===== src/rtl/spike_packet_decoder.sv =====
// Decodes the NI flit stream into axon-spike frames (SPIKE packets) and
// per-flit configuration write strobes (CONFIG packets).
module spike_packet_decoder #(
    parameter int unsigned FLIT_WIDTH    = 38,
    parameter int unsigned PAYLOAD_WIDTH = 32,
    parameter int unsigned NUM_AXONS     = 256,
    parameter int unsigned CHUNK_WIDTH   = 16
) (
    input  logic                  neuron_clk,
    input  logic                  neuron_rst,
    input  logic                  start,
    input  logic                  activate_decoder,
    input  logic                  stall_decoder,
    input  logic [FLIT_WIDTH-1:0] flit_to_decoder,
    input  logic [2:0]            packet_type,
    output logic [NUM_AXONS-1:0]  axon_spikes,
    output logic                  spike_frame_valid,
    output logic [9:0]            src_id,
    output logic                  cfg_wr_en,
    output logic [12:0]           cfg_addr,
    output logic [15:0]           cfg_data,
    output logic                  decode_busy,
    output logic                  decode_error
);

    localparam int unsigned NUM_CHUNKS = NUM_AXONS / CHUNK_WIDTH;
    localparam int unsigned CNT_W      = $clog2(NUM_CHUNKS + 1);

    localparam logic [1:0] IDLE      = 2'd0;
    localparam logic [1:0] WAIT_HEAD = 2'd1;
    localparam logic [1:0] DATA      = 2'd2;

    localparam logic [1:0] HDR_HEAD   = 2'b10;
    localparam logic [1:0] HDR_TAIL   = 2'b01;
    localparam logic [1:0] HDR_SINGLE = 2'b11;

    localparam logic [2:0] TYPE_SPIKE  = 3'b000;
    localparam logic [2:0] TYPE_CONFIG = 3'b001;

    logic [1:0]               state, state_next;
    logic [2:0]               type_reg, type_next;
    logic [9:0]               src_reg, src_next;
    logic [CNT_W-1:0]         chunk_cnt, cnt_next;
    logic [NUM_AXONS-1:0]     shadow, shadow_next;
    logic [NUM_AXONS-1:0]     frame_next;
    logic [9:0]               src_id_next;
    logic                     frame_valid_next;
    logic                     cfg_wr_next;
    logic [12:0]              cfg_addr_next;
    logic [15:0]              cfg_data_next;
    logic                     busy_next;
    logic                     error_next;
    logic                     consume;
    logic                     complete;

    logic [1:0]               header;
    logic [PAYLOAD_WIDTH-1:0] payload;
    logic                     unused_bits;

    assign header      = flit_to_decoder[FLIT_WIDTH-1 -: 2];
    assign payload     = flit_to_decoder[PAYLOAD_WIDTH-1:0];
    assign unused_bits = ^{flit_to_decoder[FLIT_WIDTH-3 -: 4], payload[PAYLOAD_WIDTH-1 -: 3]};

    // State register plus every datapath/output register.
    always_ff @(posedge neuron_clk or negedge neuron_rst) begin
        if (!neuron_rst) begin
            state             <= IDLE;
            type_reg          <= '0;
            src_reg           <= '0;
            chunk_cnt         <= '0;
            shadow            <= '0;
            axon_spikes       <= '0;
            spike_frame_valid <= 1'b0;
            src_id            <= '0;
            cfg_wr_en         <= 1'b0;
            cfg_addr          <= '0;
            cfg_data          <= '0;
            decode_busy       <= 1'b0;
            decode_error      <= 1'b0;
        end else begin
            state             <= state_next;
            type_reg          <= type_next;
            src_reg           <= src_next;
            chunk_cnt         <= cnt_next;
            shadow            <= shadow_next;
            axon_spikes       <= frame_next;
            spike_frame_valid <= frame_valid_next;
            src_id            <= src_id_next;
            cfg_wr_en         <= cfg_wr_next;
            cfg_addr          <= cfg_addr_next;
            cfg_data          <= cfg_data_next;
            decode_busy       <= busy_next;
            decode_error      <= error_next;
        end
    end

    // Next-state and next-output logic; activate wins over a flit in the same cycle.
    always_comb begin
        state_next       = state;
        type_next        = type_reg;
        src_next         = src_reg;
        cnt_next         = chunk_cnt;
        shadow_next      = shadow;
        frame_next       = axon_spikes;
        src_id_next      = src_id;
        frame_valid_next = 1'b0;
        cfg_wr_next      = 1'b0;
        cfg_addr_next    = cfg_addr;
        cfg_data_next    = cfg_data;
        error_next       = decode_error;
        complete         = 1'b0;
        consume          = (state != IDLE) && !stall_decoder;

        if (activate_decoder) begin
            if (state != IDLE) error_next = 1'b1;
            type_next   = packet_type;
            cnt_next    = '0;
            shadow_next = '0;
            state_next  = WAIT_HEAD;
        end else if (consume) begin
            if (state == WAIT_HEAD || header[1]) begin
                // Head or head+tail; a head seen in DATA replaces the current packet.
                if (state == DATA) error_next = 1'b1;
                if (header == HDR_HEAD || header == HDR_SINGLE) begin
                    src_next    = payload[9:0];
                    cnt_next    = '0;
                    shadow_next = '0;
                    if (header == HDR_SINGLE) begin
                        complete   = 1'b1;
                        state_next = IDLE;
                    end else begin
                        state_next = DATA;
                    end
                end
            end else begin
                case (type_reg)
                    TYPE_SPIKE: begin
                        if (chunk_cnt < CNT_W'(NUM_CHUNKS)) begin
                            for (int unsigned i = 0; i < NUM_CHUNKS; i++) begin
                                if (chunk_cnt == CNT_W'(i))
                                    shadow_next[i*CHUNK_WIDTH +: CHUNK_WIDTH] = payload[CHUNK_WIDTH-1:0];
                            end
                            cnt_next = chunk_cnt + CNT_W'(1);
                        end else begin
                            error_next = 1'b1;
                        end
                    end
                    TYPE_CONFIG: begin
                        cfg_wr_next   = 1'b1;
                        cfg_addr_next = payload[28:16];
                        cfg_data_next = payload[15:0];
                    end
                    default: error_next = 1'b1;
                endcase
                if (header == HDR_TAIL) begin
                    complete   = 1'b1;
                    state_next = IDLE;
                end
            end
        end

        if (complete && type_reg == TYPE_SPIKE) begin
            frame_next       = shadow_next;
            src_id_next      = src_next;
            frame_valid_next = 1'b1;
        end

        busy_next = (state_next != IDLE);

        // Synchronous clear overrides everything else this cycle.
        if (start) begin
            state_next       = IDLE;
            type_next        = '0;
            src_next         = '0;
            cnt_next         = '0;
            shadow_next      = '0;
            frame_next       = '0;
            src_id_next      = '0;
            frame_valid_next = 1'b0;
            cfg_wr_next      = 1'b0;
            cfg_addr_next    = '0;
            cfg_data_next    = '0;
            busy_next        = 1'b0;
            error_next       = 1'b0;
        end
    end

endmodule


===== config.mk =====
export PLATFORM = sky130hd
export DESIGN_NAME = spike_packet_decoder
export DESIGN_NICKNAME = d
export VERILOG_FILES = /design/src/rtl/spike_packet_decoder.sv
export SDC_FILE = /design/constraint.sdc
export NUM_CORES = 1
export LEC_CHECK = 0
export ABC_AREA = 1
export BUFFER_PORTS_ARGS = -buffer_cell sky130_fd_sc_hd__buf_2
export CAP_MARGIN = 20
export CORE_MARGIN = 1.5
export CORE_UTILIZATION = 60
export DETAILED_ROUTE_END_ITERATION = 7
export GPL_TIMING_DRIVEN = 0
export PLACE_DENSITY = 0.93
export SETUP_SLACK_MARGIN = 0.4
export SLEW_MARGIN = 40
export SYNTH_ARGS = -nofsm -noshare
export SYNTH_HDL_FRONTEND = slang
export SYNTH_SLANG_ARGS = --single-unit
export TNS_END_PERCENT = 30

===== constraint.sdc =====
create_clock -name neuron_clk -period 3.7 [get_ports neuron_clk]
set_input_delay 0.555 -clock neuron_clk [delete_from_list [all_inputs] [get_ports neuron_clk]]
set_output_delay 0.555 -clock neuron_clk [all_outputs]
set_load 0.02 [all_outputs]

==> impl_metrics.csv <==
group,metric,value,unit
floorplan,die_x,207,µm
drt,drt-vias-per-instance,5.55,
clocking,numCtsBuffers,57,
worst_setup_path,end_kind,"flip-flop",
pwr,total_power,0.0131,W
layout,stdcell_area,29500,µm²
logic_synthesis,syn_nets,3022,
grt,grt_pass1_wl,116,mm
worst_setup_path,worstReg2RegStart,"type_reg[1]",
worst_setup_path,crit_arrival,3.11,ns
timing,clock.fmax,0.389,GHz
logic_synthesis,ys_types,26,
drt,vias,22000,
floorplan,core,40800,µm²
worst_setup_path,crit_fanout,10,
timing,min_period,2.57,ns
drt,first_iter_violations,2362,
logic_synthesis,syn_inst,2971,
timing,rsz0062_at_grt,"no",
logic_synthesis,yosysSeqAreaShare,57.8,%
grt,grt_overflow,0,
timing,whs,0.136,ns
hold_path,hold_start,"flit_to_decoder[20]",
place,placed_area,27500,µm²
clocking,clkSinkCount,575,
logic_synthesis,synth-compound-area-share,3.43,%
flow_run,maxCapViolCount,0,
grt,grt_max_degree,77,
floorplan,num_rows,74,
floorplan,start_util,60.9,%
hold_path,hp-class,"in2reg",
grt,grt_use_total,35.7,%
clocking,post_cts_resized,0,
pwr,p_leak,17.6,nW
floorplan,pin_count,345,
logic_synthesis,synth_xor_area_share,0.0352,%
worst_setup_path,cp-start-kind,"flip-flop",
place,io_buffers,335,
drt,drc,0,
logic_synthesis,synth_top_family_by_area,"simple AND/OR/NAND/NOR gates",
pwr,power_density,443,nW/µm²
logic_synthesis,netlist_area,24900,µm²
floorplan,die_h,207,µm
clocking,clockBufferDepth,3,
clocking,hold_buffers,1,
layout,reg_top3,"axon_spikes (256), shadow (256), cfg_data (16)",
worst_setup_path,critPathRequiredTime,4.24,ns
worst_setup_path,crit_path_start,"type_reg[1]",
clocking,cts_tree,"done",
clocking,h-tree-depth,2,
logic_synthesis,synth_warnings,0,
timing,tightest_slew,0.922,ns
layout,area_delta_synth_final,18.6,%
clocking,cts-root-buf,"clkbuf_16",
worst_setup_path,path_class,"reg2reg",
pwr,peakVddDrop,0.376,mV
timing,hold_violations,0,
layout,fin_nets,3426,
floorplan,fp.dieArea,42700,µm²
timing,fin_skew,0.0138,ns
logic_synthesis,synthMuxAreaShare,0,%
timing,finalSetupViolCount,0,
place,place_hpwl,49.0,mm
drt,drt-total-wl,74.7,mm
logic_synthesis,synth_fa_ha_area_share,0.251,%
place,dp_slack,1.14,ns
clocking,cts_setup_buffers,0,
logic_synthesis,syn_area_per_cell,8.37,µm²
layout,drive_above_1_share,16.5,%
layout,fin_util,72.2,%
timing,timing.final.crit_share,69.5,%
grt,grt_pass1_vias,21600,
timing,setup_ws,1.13,ns
drt,drtAntennaViolNets,0,
logic_synthesis,ys_ff_latch,575,
clocking,cts.clk_slew.worst_paths,0.06,ns
timing,maxSlewViolCount,0,
drt,wire_per_inst,18.9,µm
logic_synthesis,yosys.area_share.simple,30.9,%
drt,drtPass1Iterations,6,
timing,slew_headroom,38.3,%
grt,antenna_found_initial,4,
place,gp_congestion,0.913,
clocking,clock_latency,0.62,ns
run_status,status,"complete, no violations",
Yosys cell counts (all sizes together):
master	count	area, µm²
a21oi	117	586
xor2	1	8.76
o211ai	1	7.51
nand3b	1	7.51
ha	5	62.6
nor2	300	1170
buf	87	438
clkbuf	48	180
nor3	4	25.0
nand3	354	1780
inv	337	1260
nor4	1	6.26
dfrtp	575	14400
nand2	849	3190
and2	240	1500
o21ai	51	259
power breakdown:
part           leakage, nW  internal [W]  switching, W
clock network        0.981       0.00361       0.00251
logic                 8.62      0.000151      0.000499
registers             8.03       0.00630    0.00000988
placed cells by master (no fill, tap or decap), types with 5 or more instances in the layout:
cell type	n
clkbuf_8	14
nor2_2	26
buf_2	414
bufinv_16	6
buf_16	9
nor2_1	272
and2_1	240
o21ai_0	47
clkbuf_16	59
clkinv_2	11
inv_1	326
inv_2	11
nand2_1	848
dfrtp_1	575
a21oi_1	117
ha_1	5
clkbuf_1	58
nand3_1	353
critical path, stage by stage (launching register included):
cell and delay (ns):
dfrtp_1 0.40, inv_2 0.06, nand2_1 0.09, nor2_4 0.28, nand2_1 0.16, o21ai_2 0.41, buf_2 0.41, buf_2 0.30
nand3_1 0.25, nand2_1 0.14
final cells by class:
class                      instances  area, µm²
antenna                            3       7.51
buffer                           135        618
clock buffer                      83       1710
clock inverter                    21        269
fill                            2814      11300
inverter                         337       1260
multi-input combinational       1924       8640
sequential                       575      14400
tap                              532        666
timing repair buffer             345       1940
metal layers:
metal	GRT usage (%)	wire length, µm	vias up
met5	0	10	-
met2	55.6	34300	1266
met3	7.90	7120	350
met4	22.3	5020	2
li1	-	-	9933
met1	45.8	28300	10400
cells by family (layout without fill, tap and decap cells):
kind of cell | after synthesis | in the layout
flops | 575 | 575
xor+xnor | 1 | 1
simple gates | 1749 | 1749
other cells | 0 | 3
buf+inv | 472 | 921
compound gates | 169 | 169
fa+ha+maj | 5 | 5
per-stage QoR:
stage | cells | TNS, ns
finish | 3955 | 0
global route | 3955 | 0
CTS | 3952 | 0
detailed placement | 3847 | 0
global placement | 3838 | -5407.33
floorplan | 2971 | 0
final timing paths:
check,to,slack (ns),cells after the start
min reg2reg,axon_spikes[13],0.47,2
max reg2reg,axon_spikes[177],1.13,9
min,cfg_addr[4],0.14,3
max in group asynchronous,axon_spikes[224],1.25,7
min in group asynchronous,axon_spikes[102],0.40,2
max,axon_spikes[177],1.13,9
No activity file was read; power rests on OpenSTA's default activity.
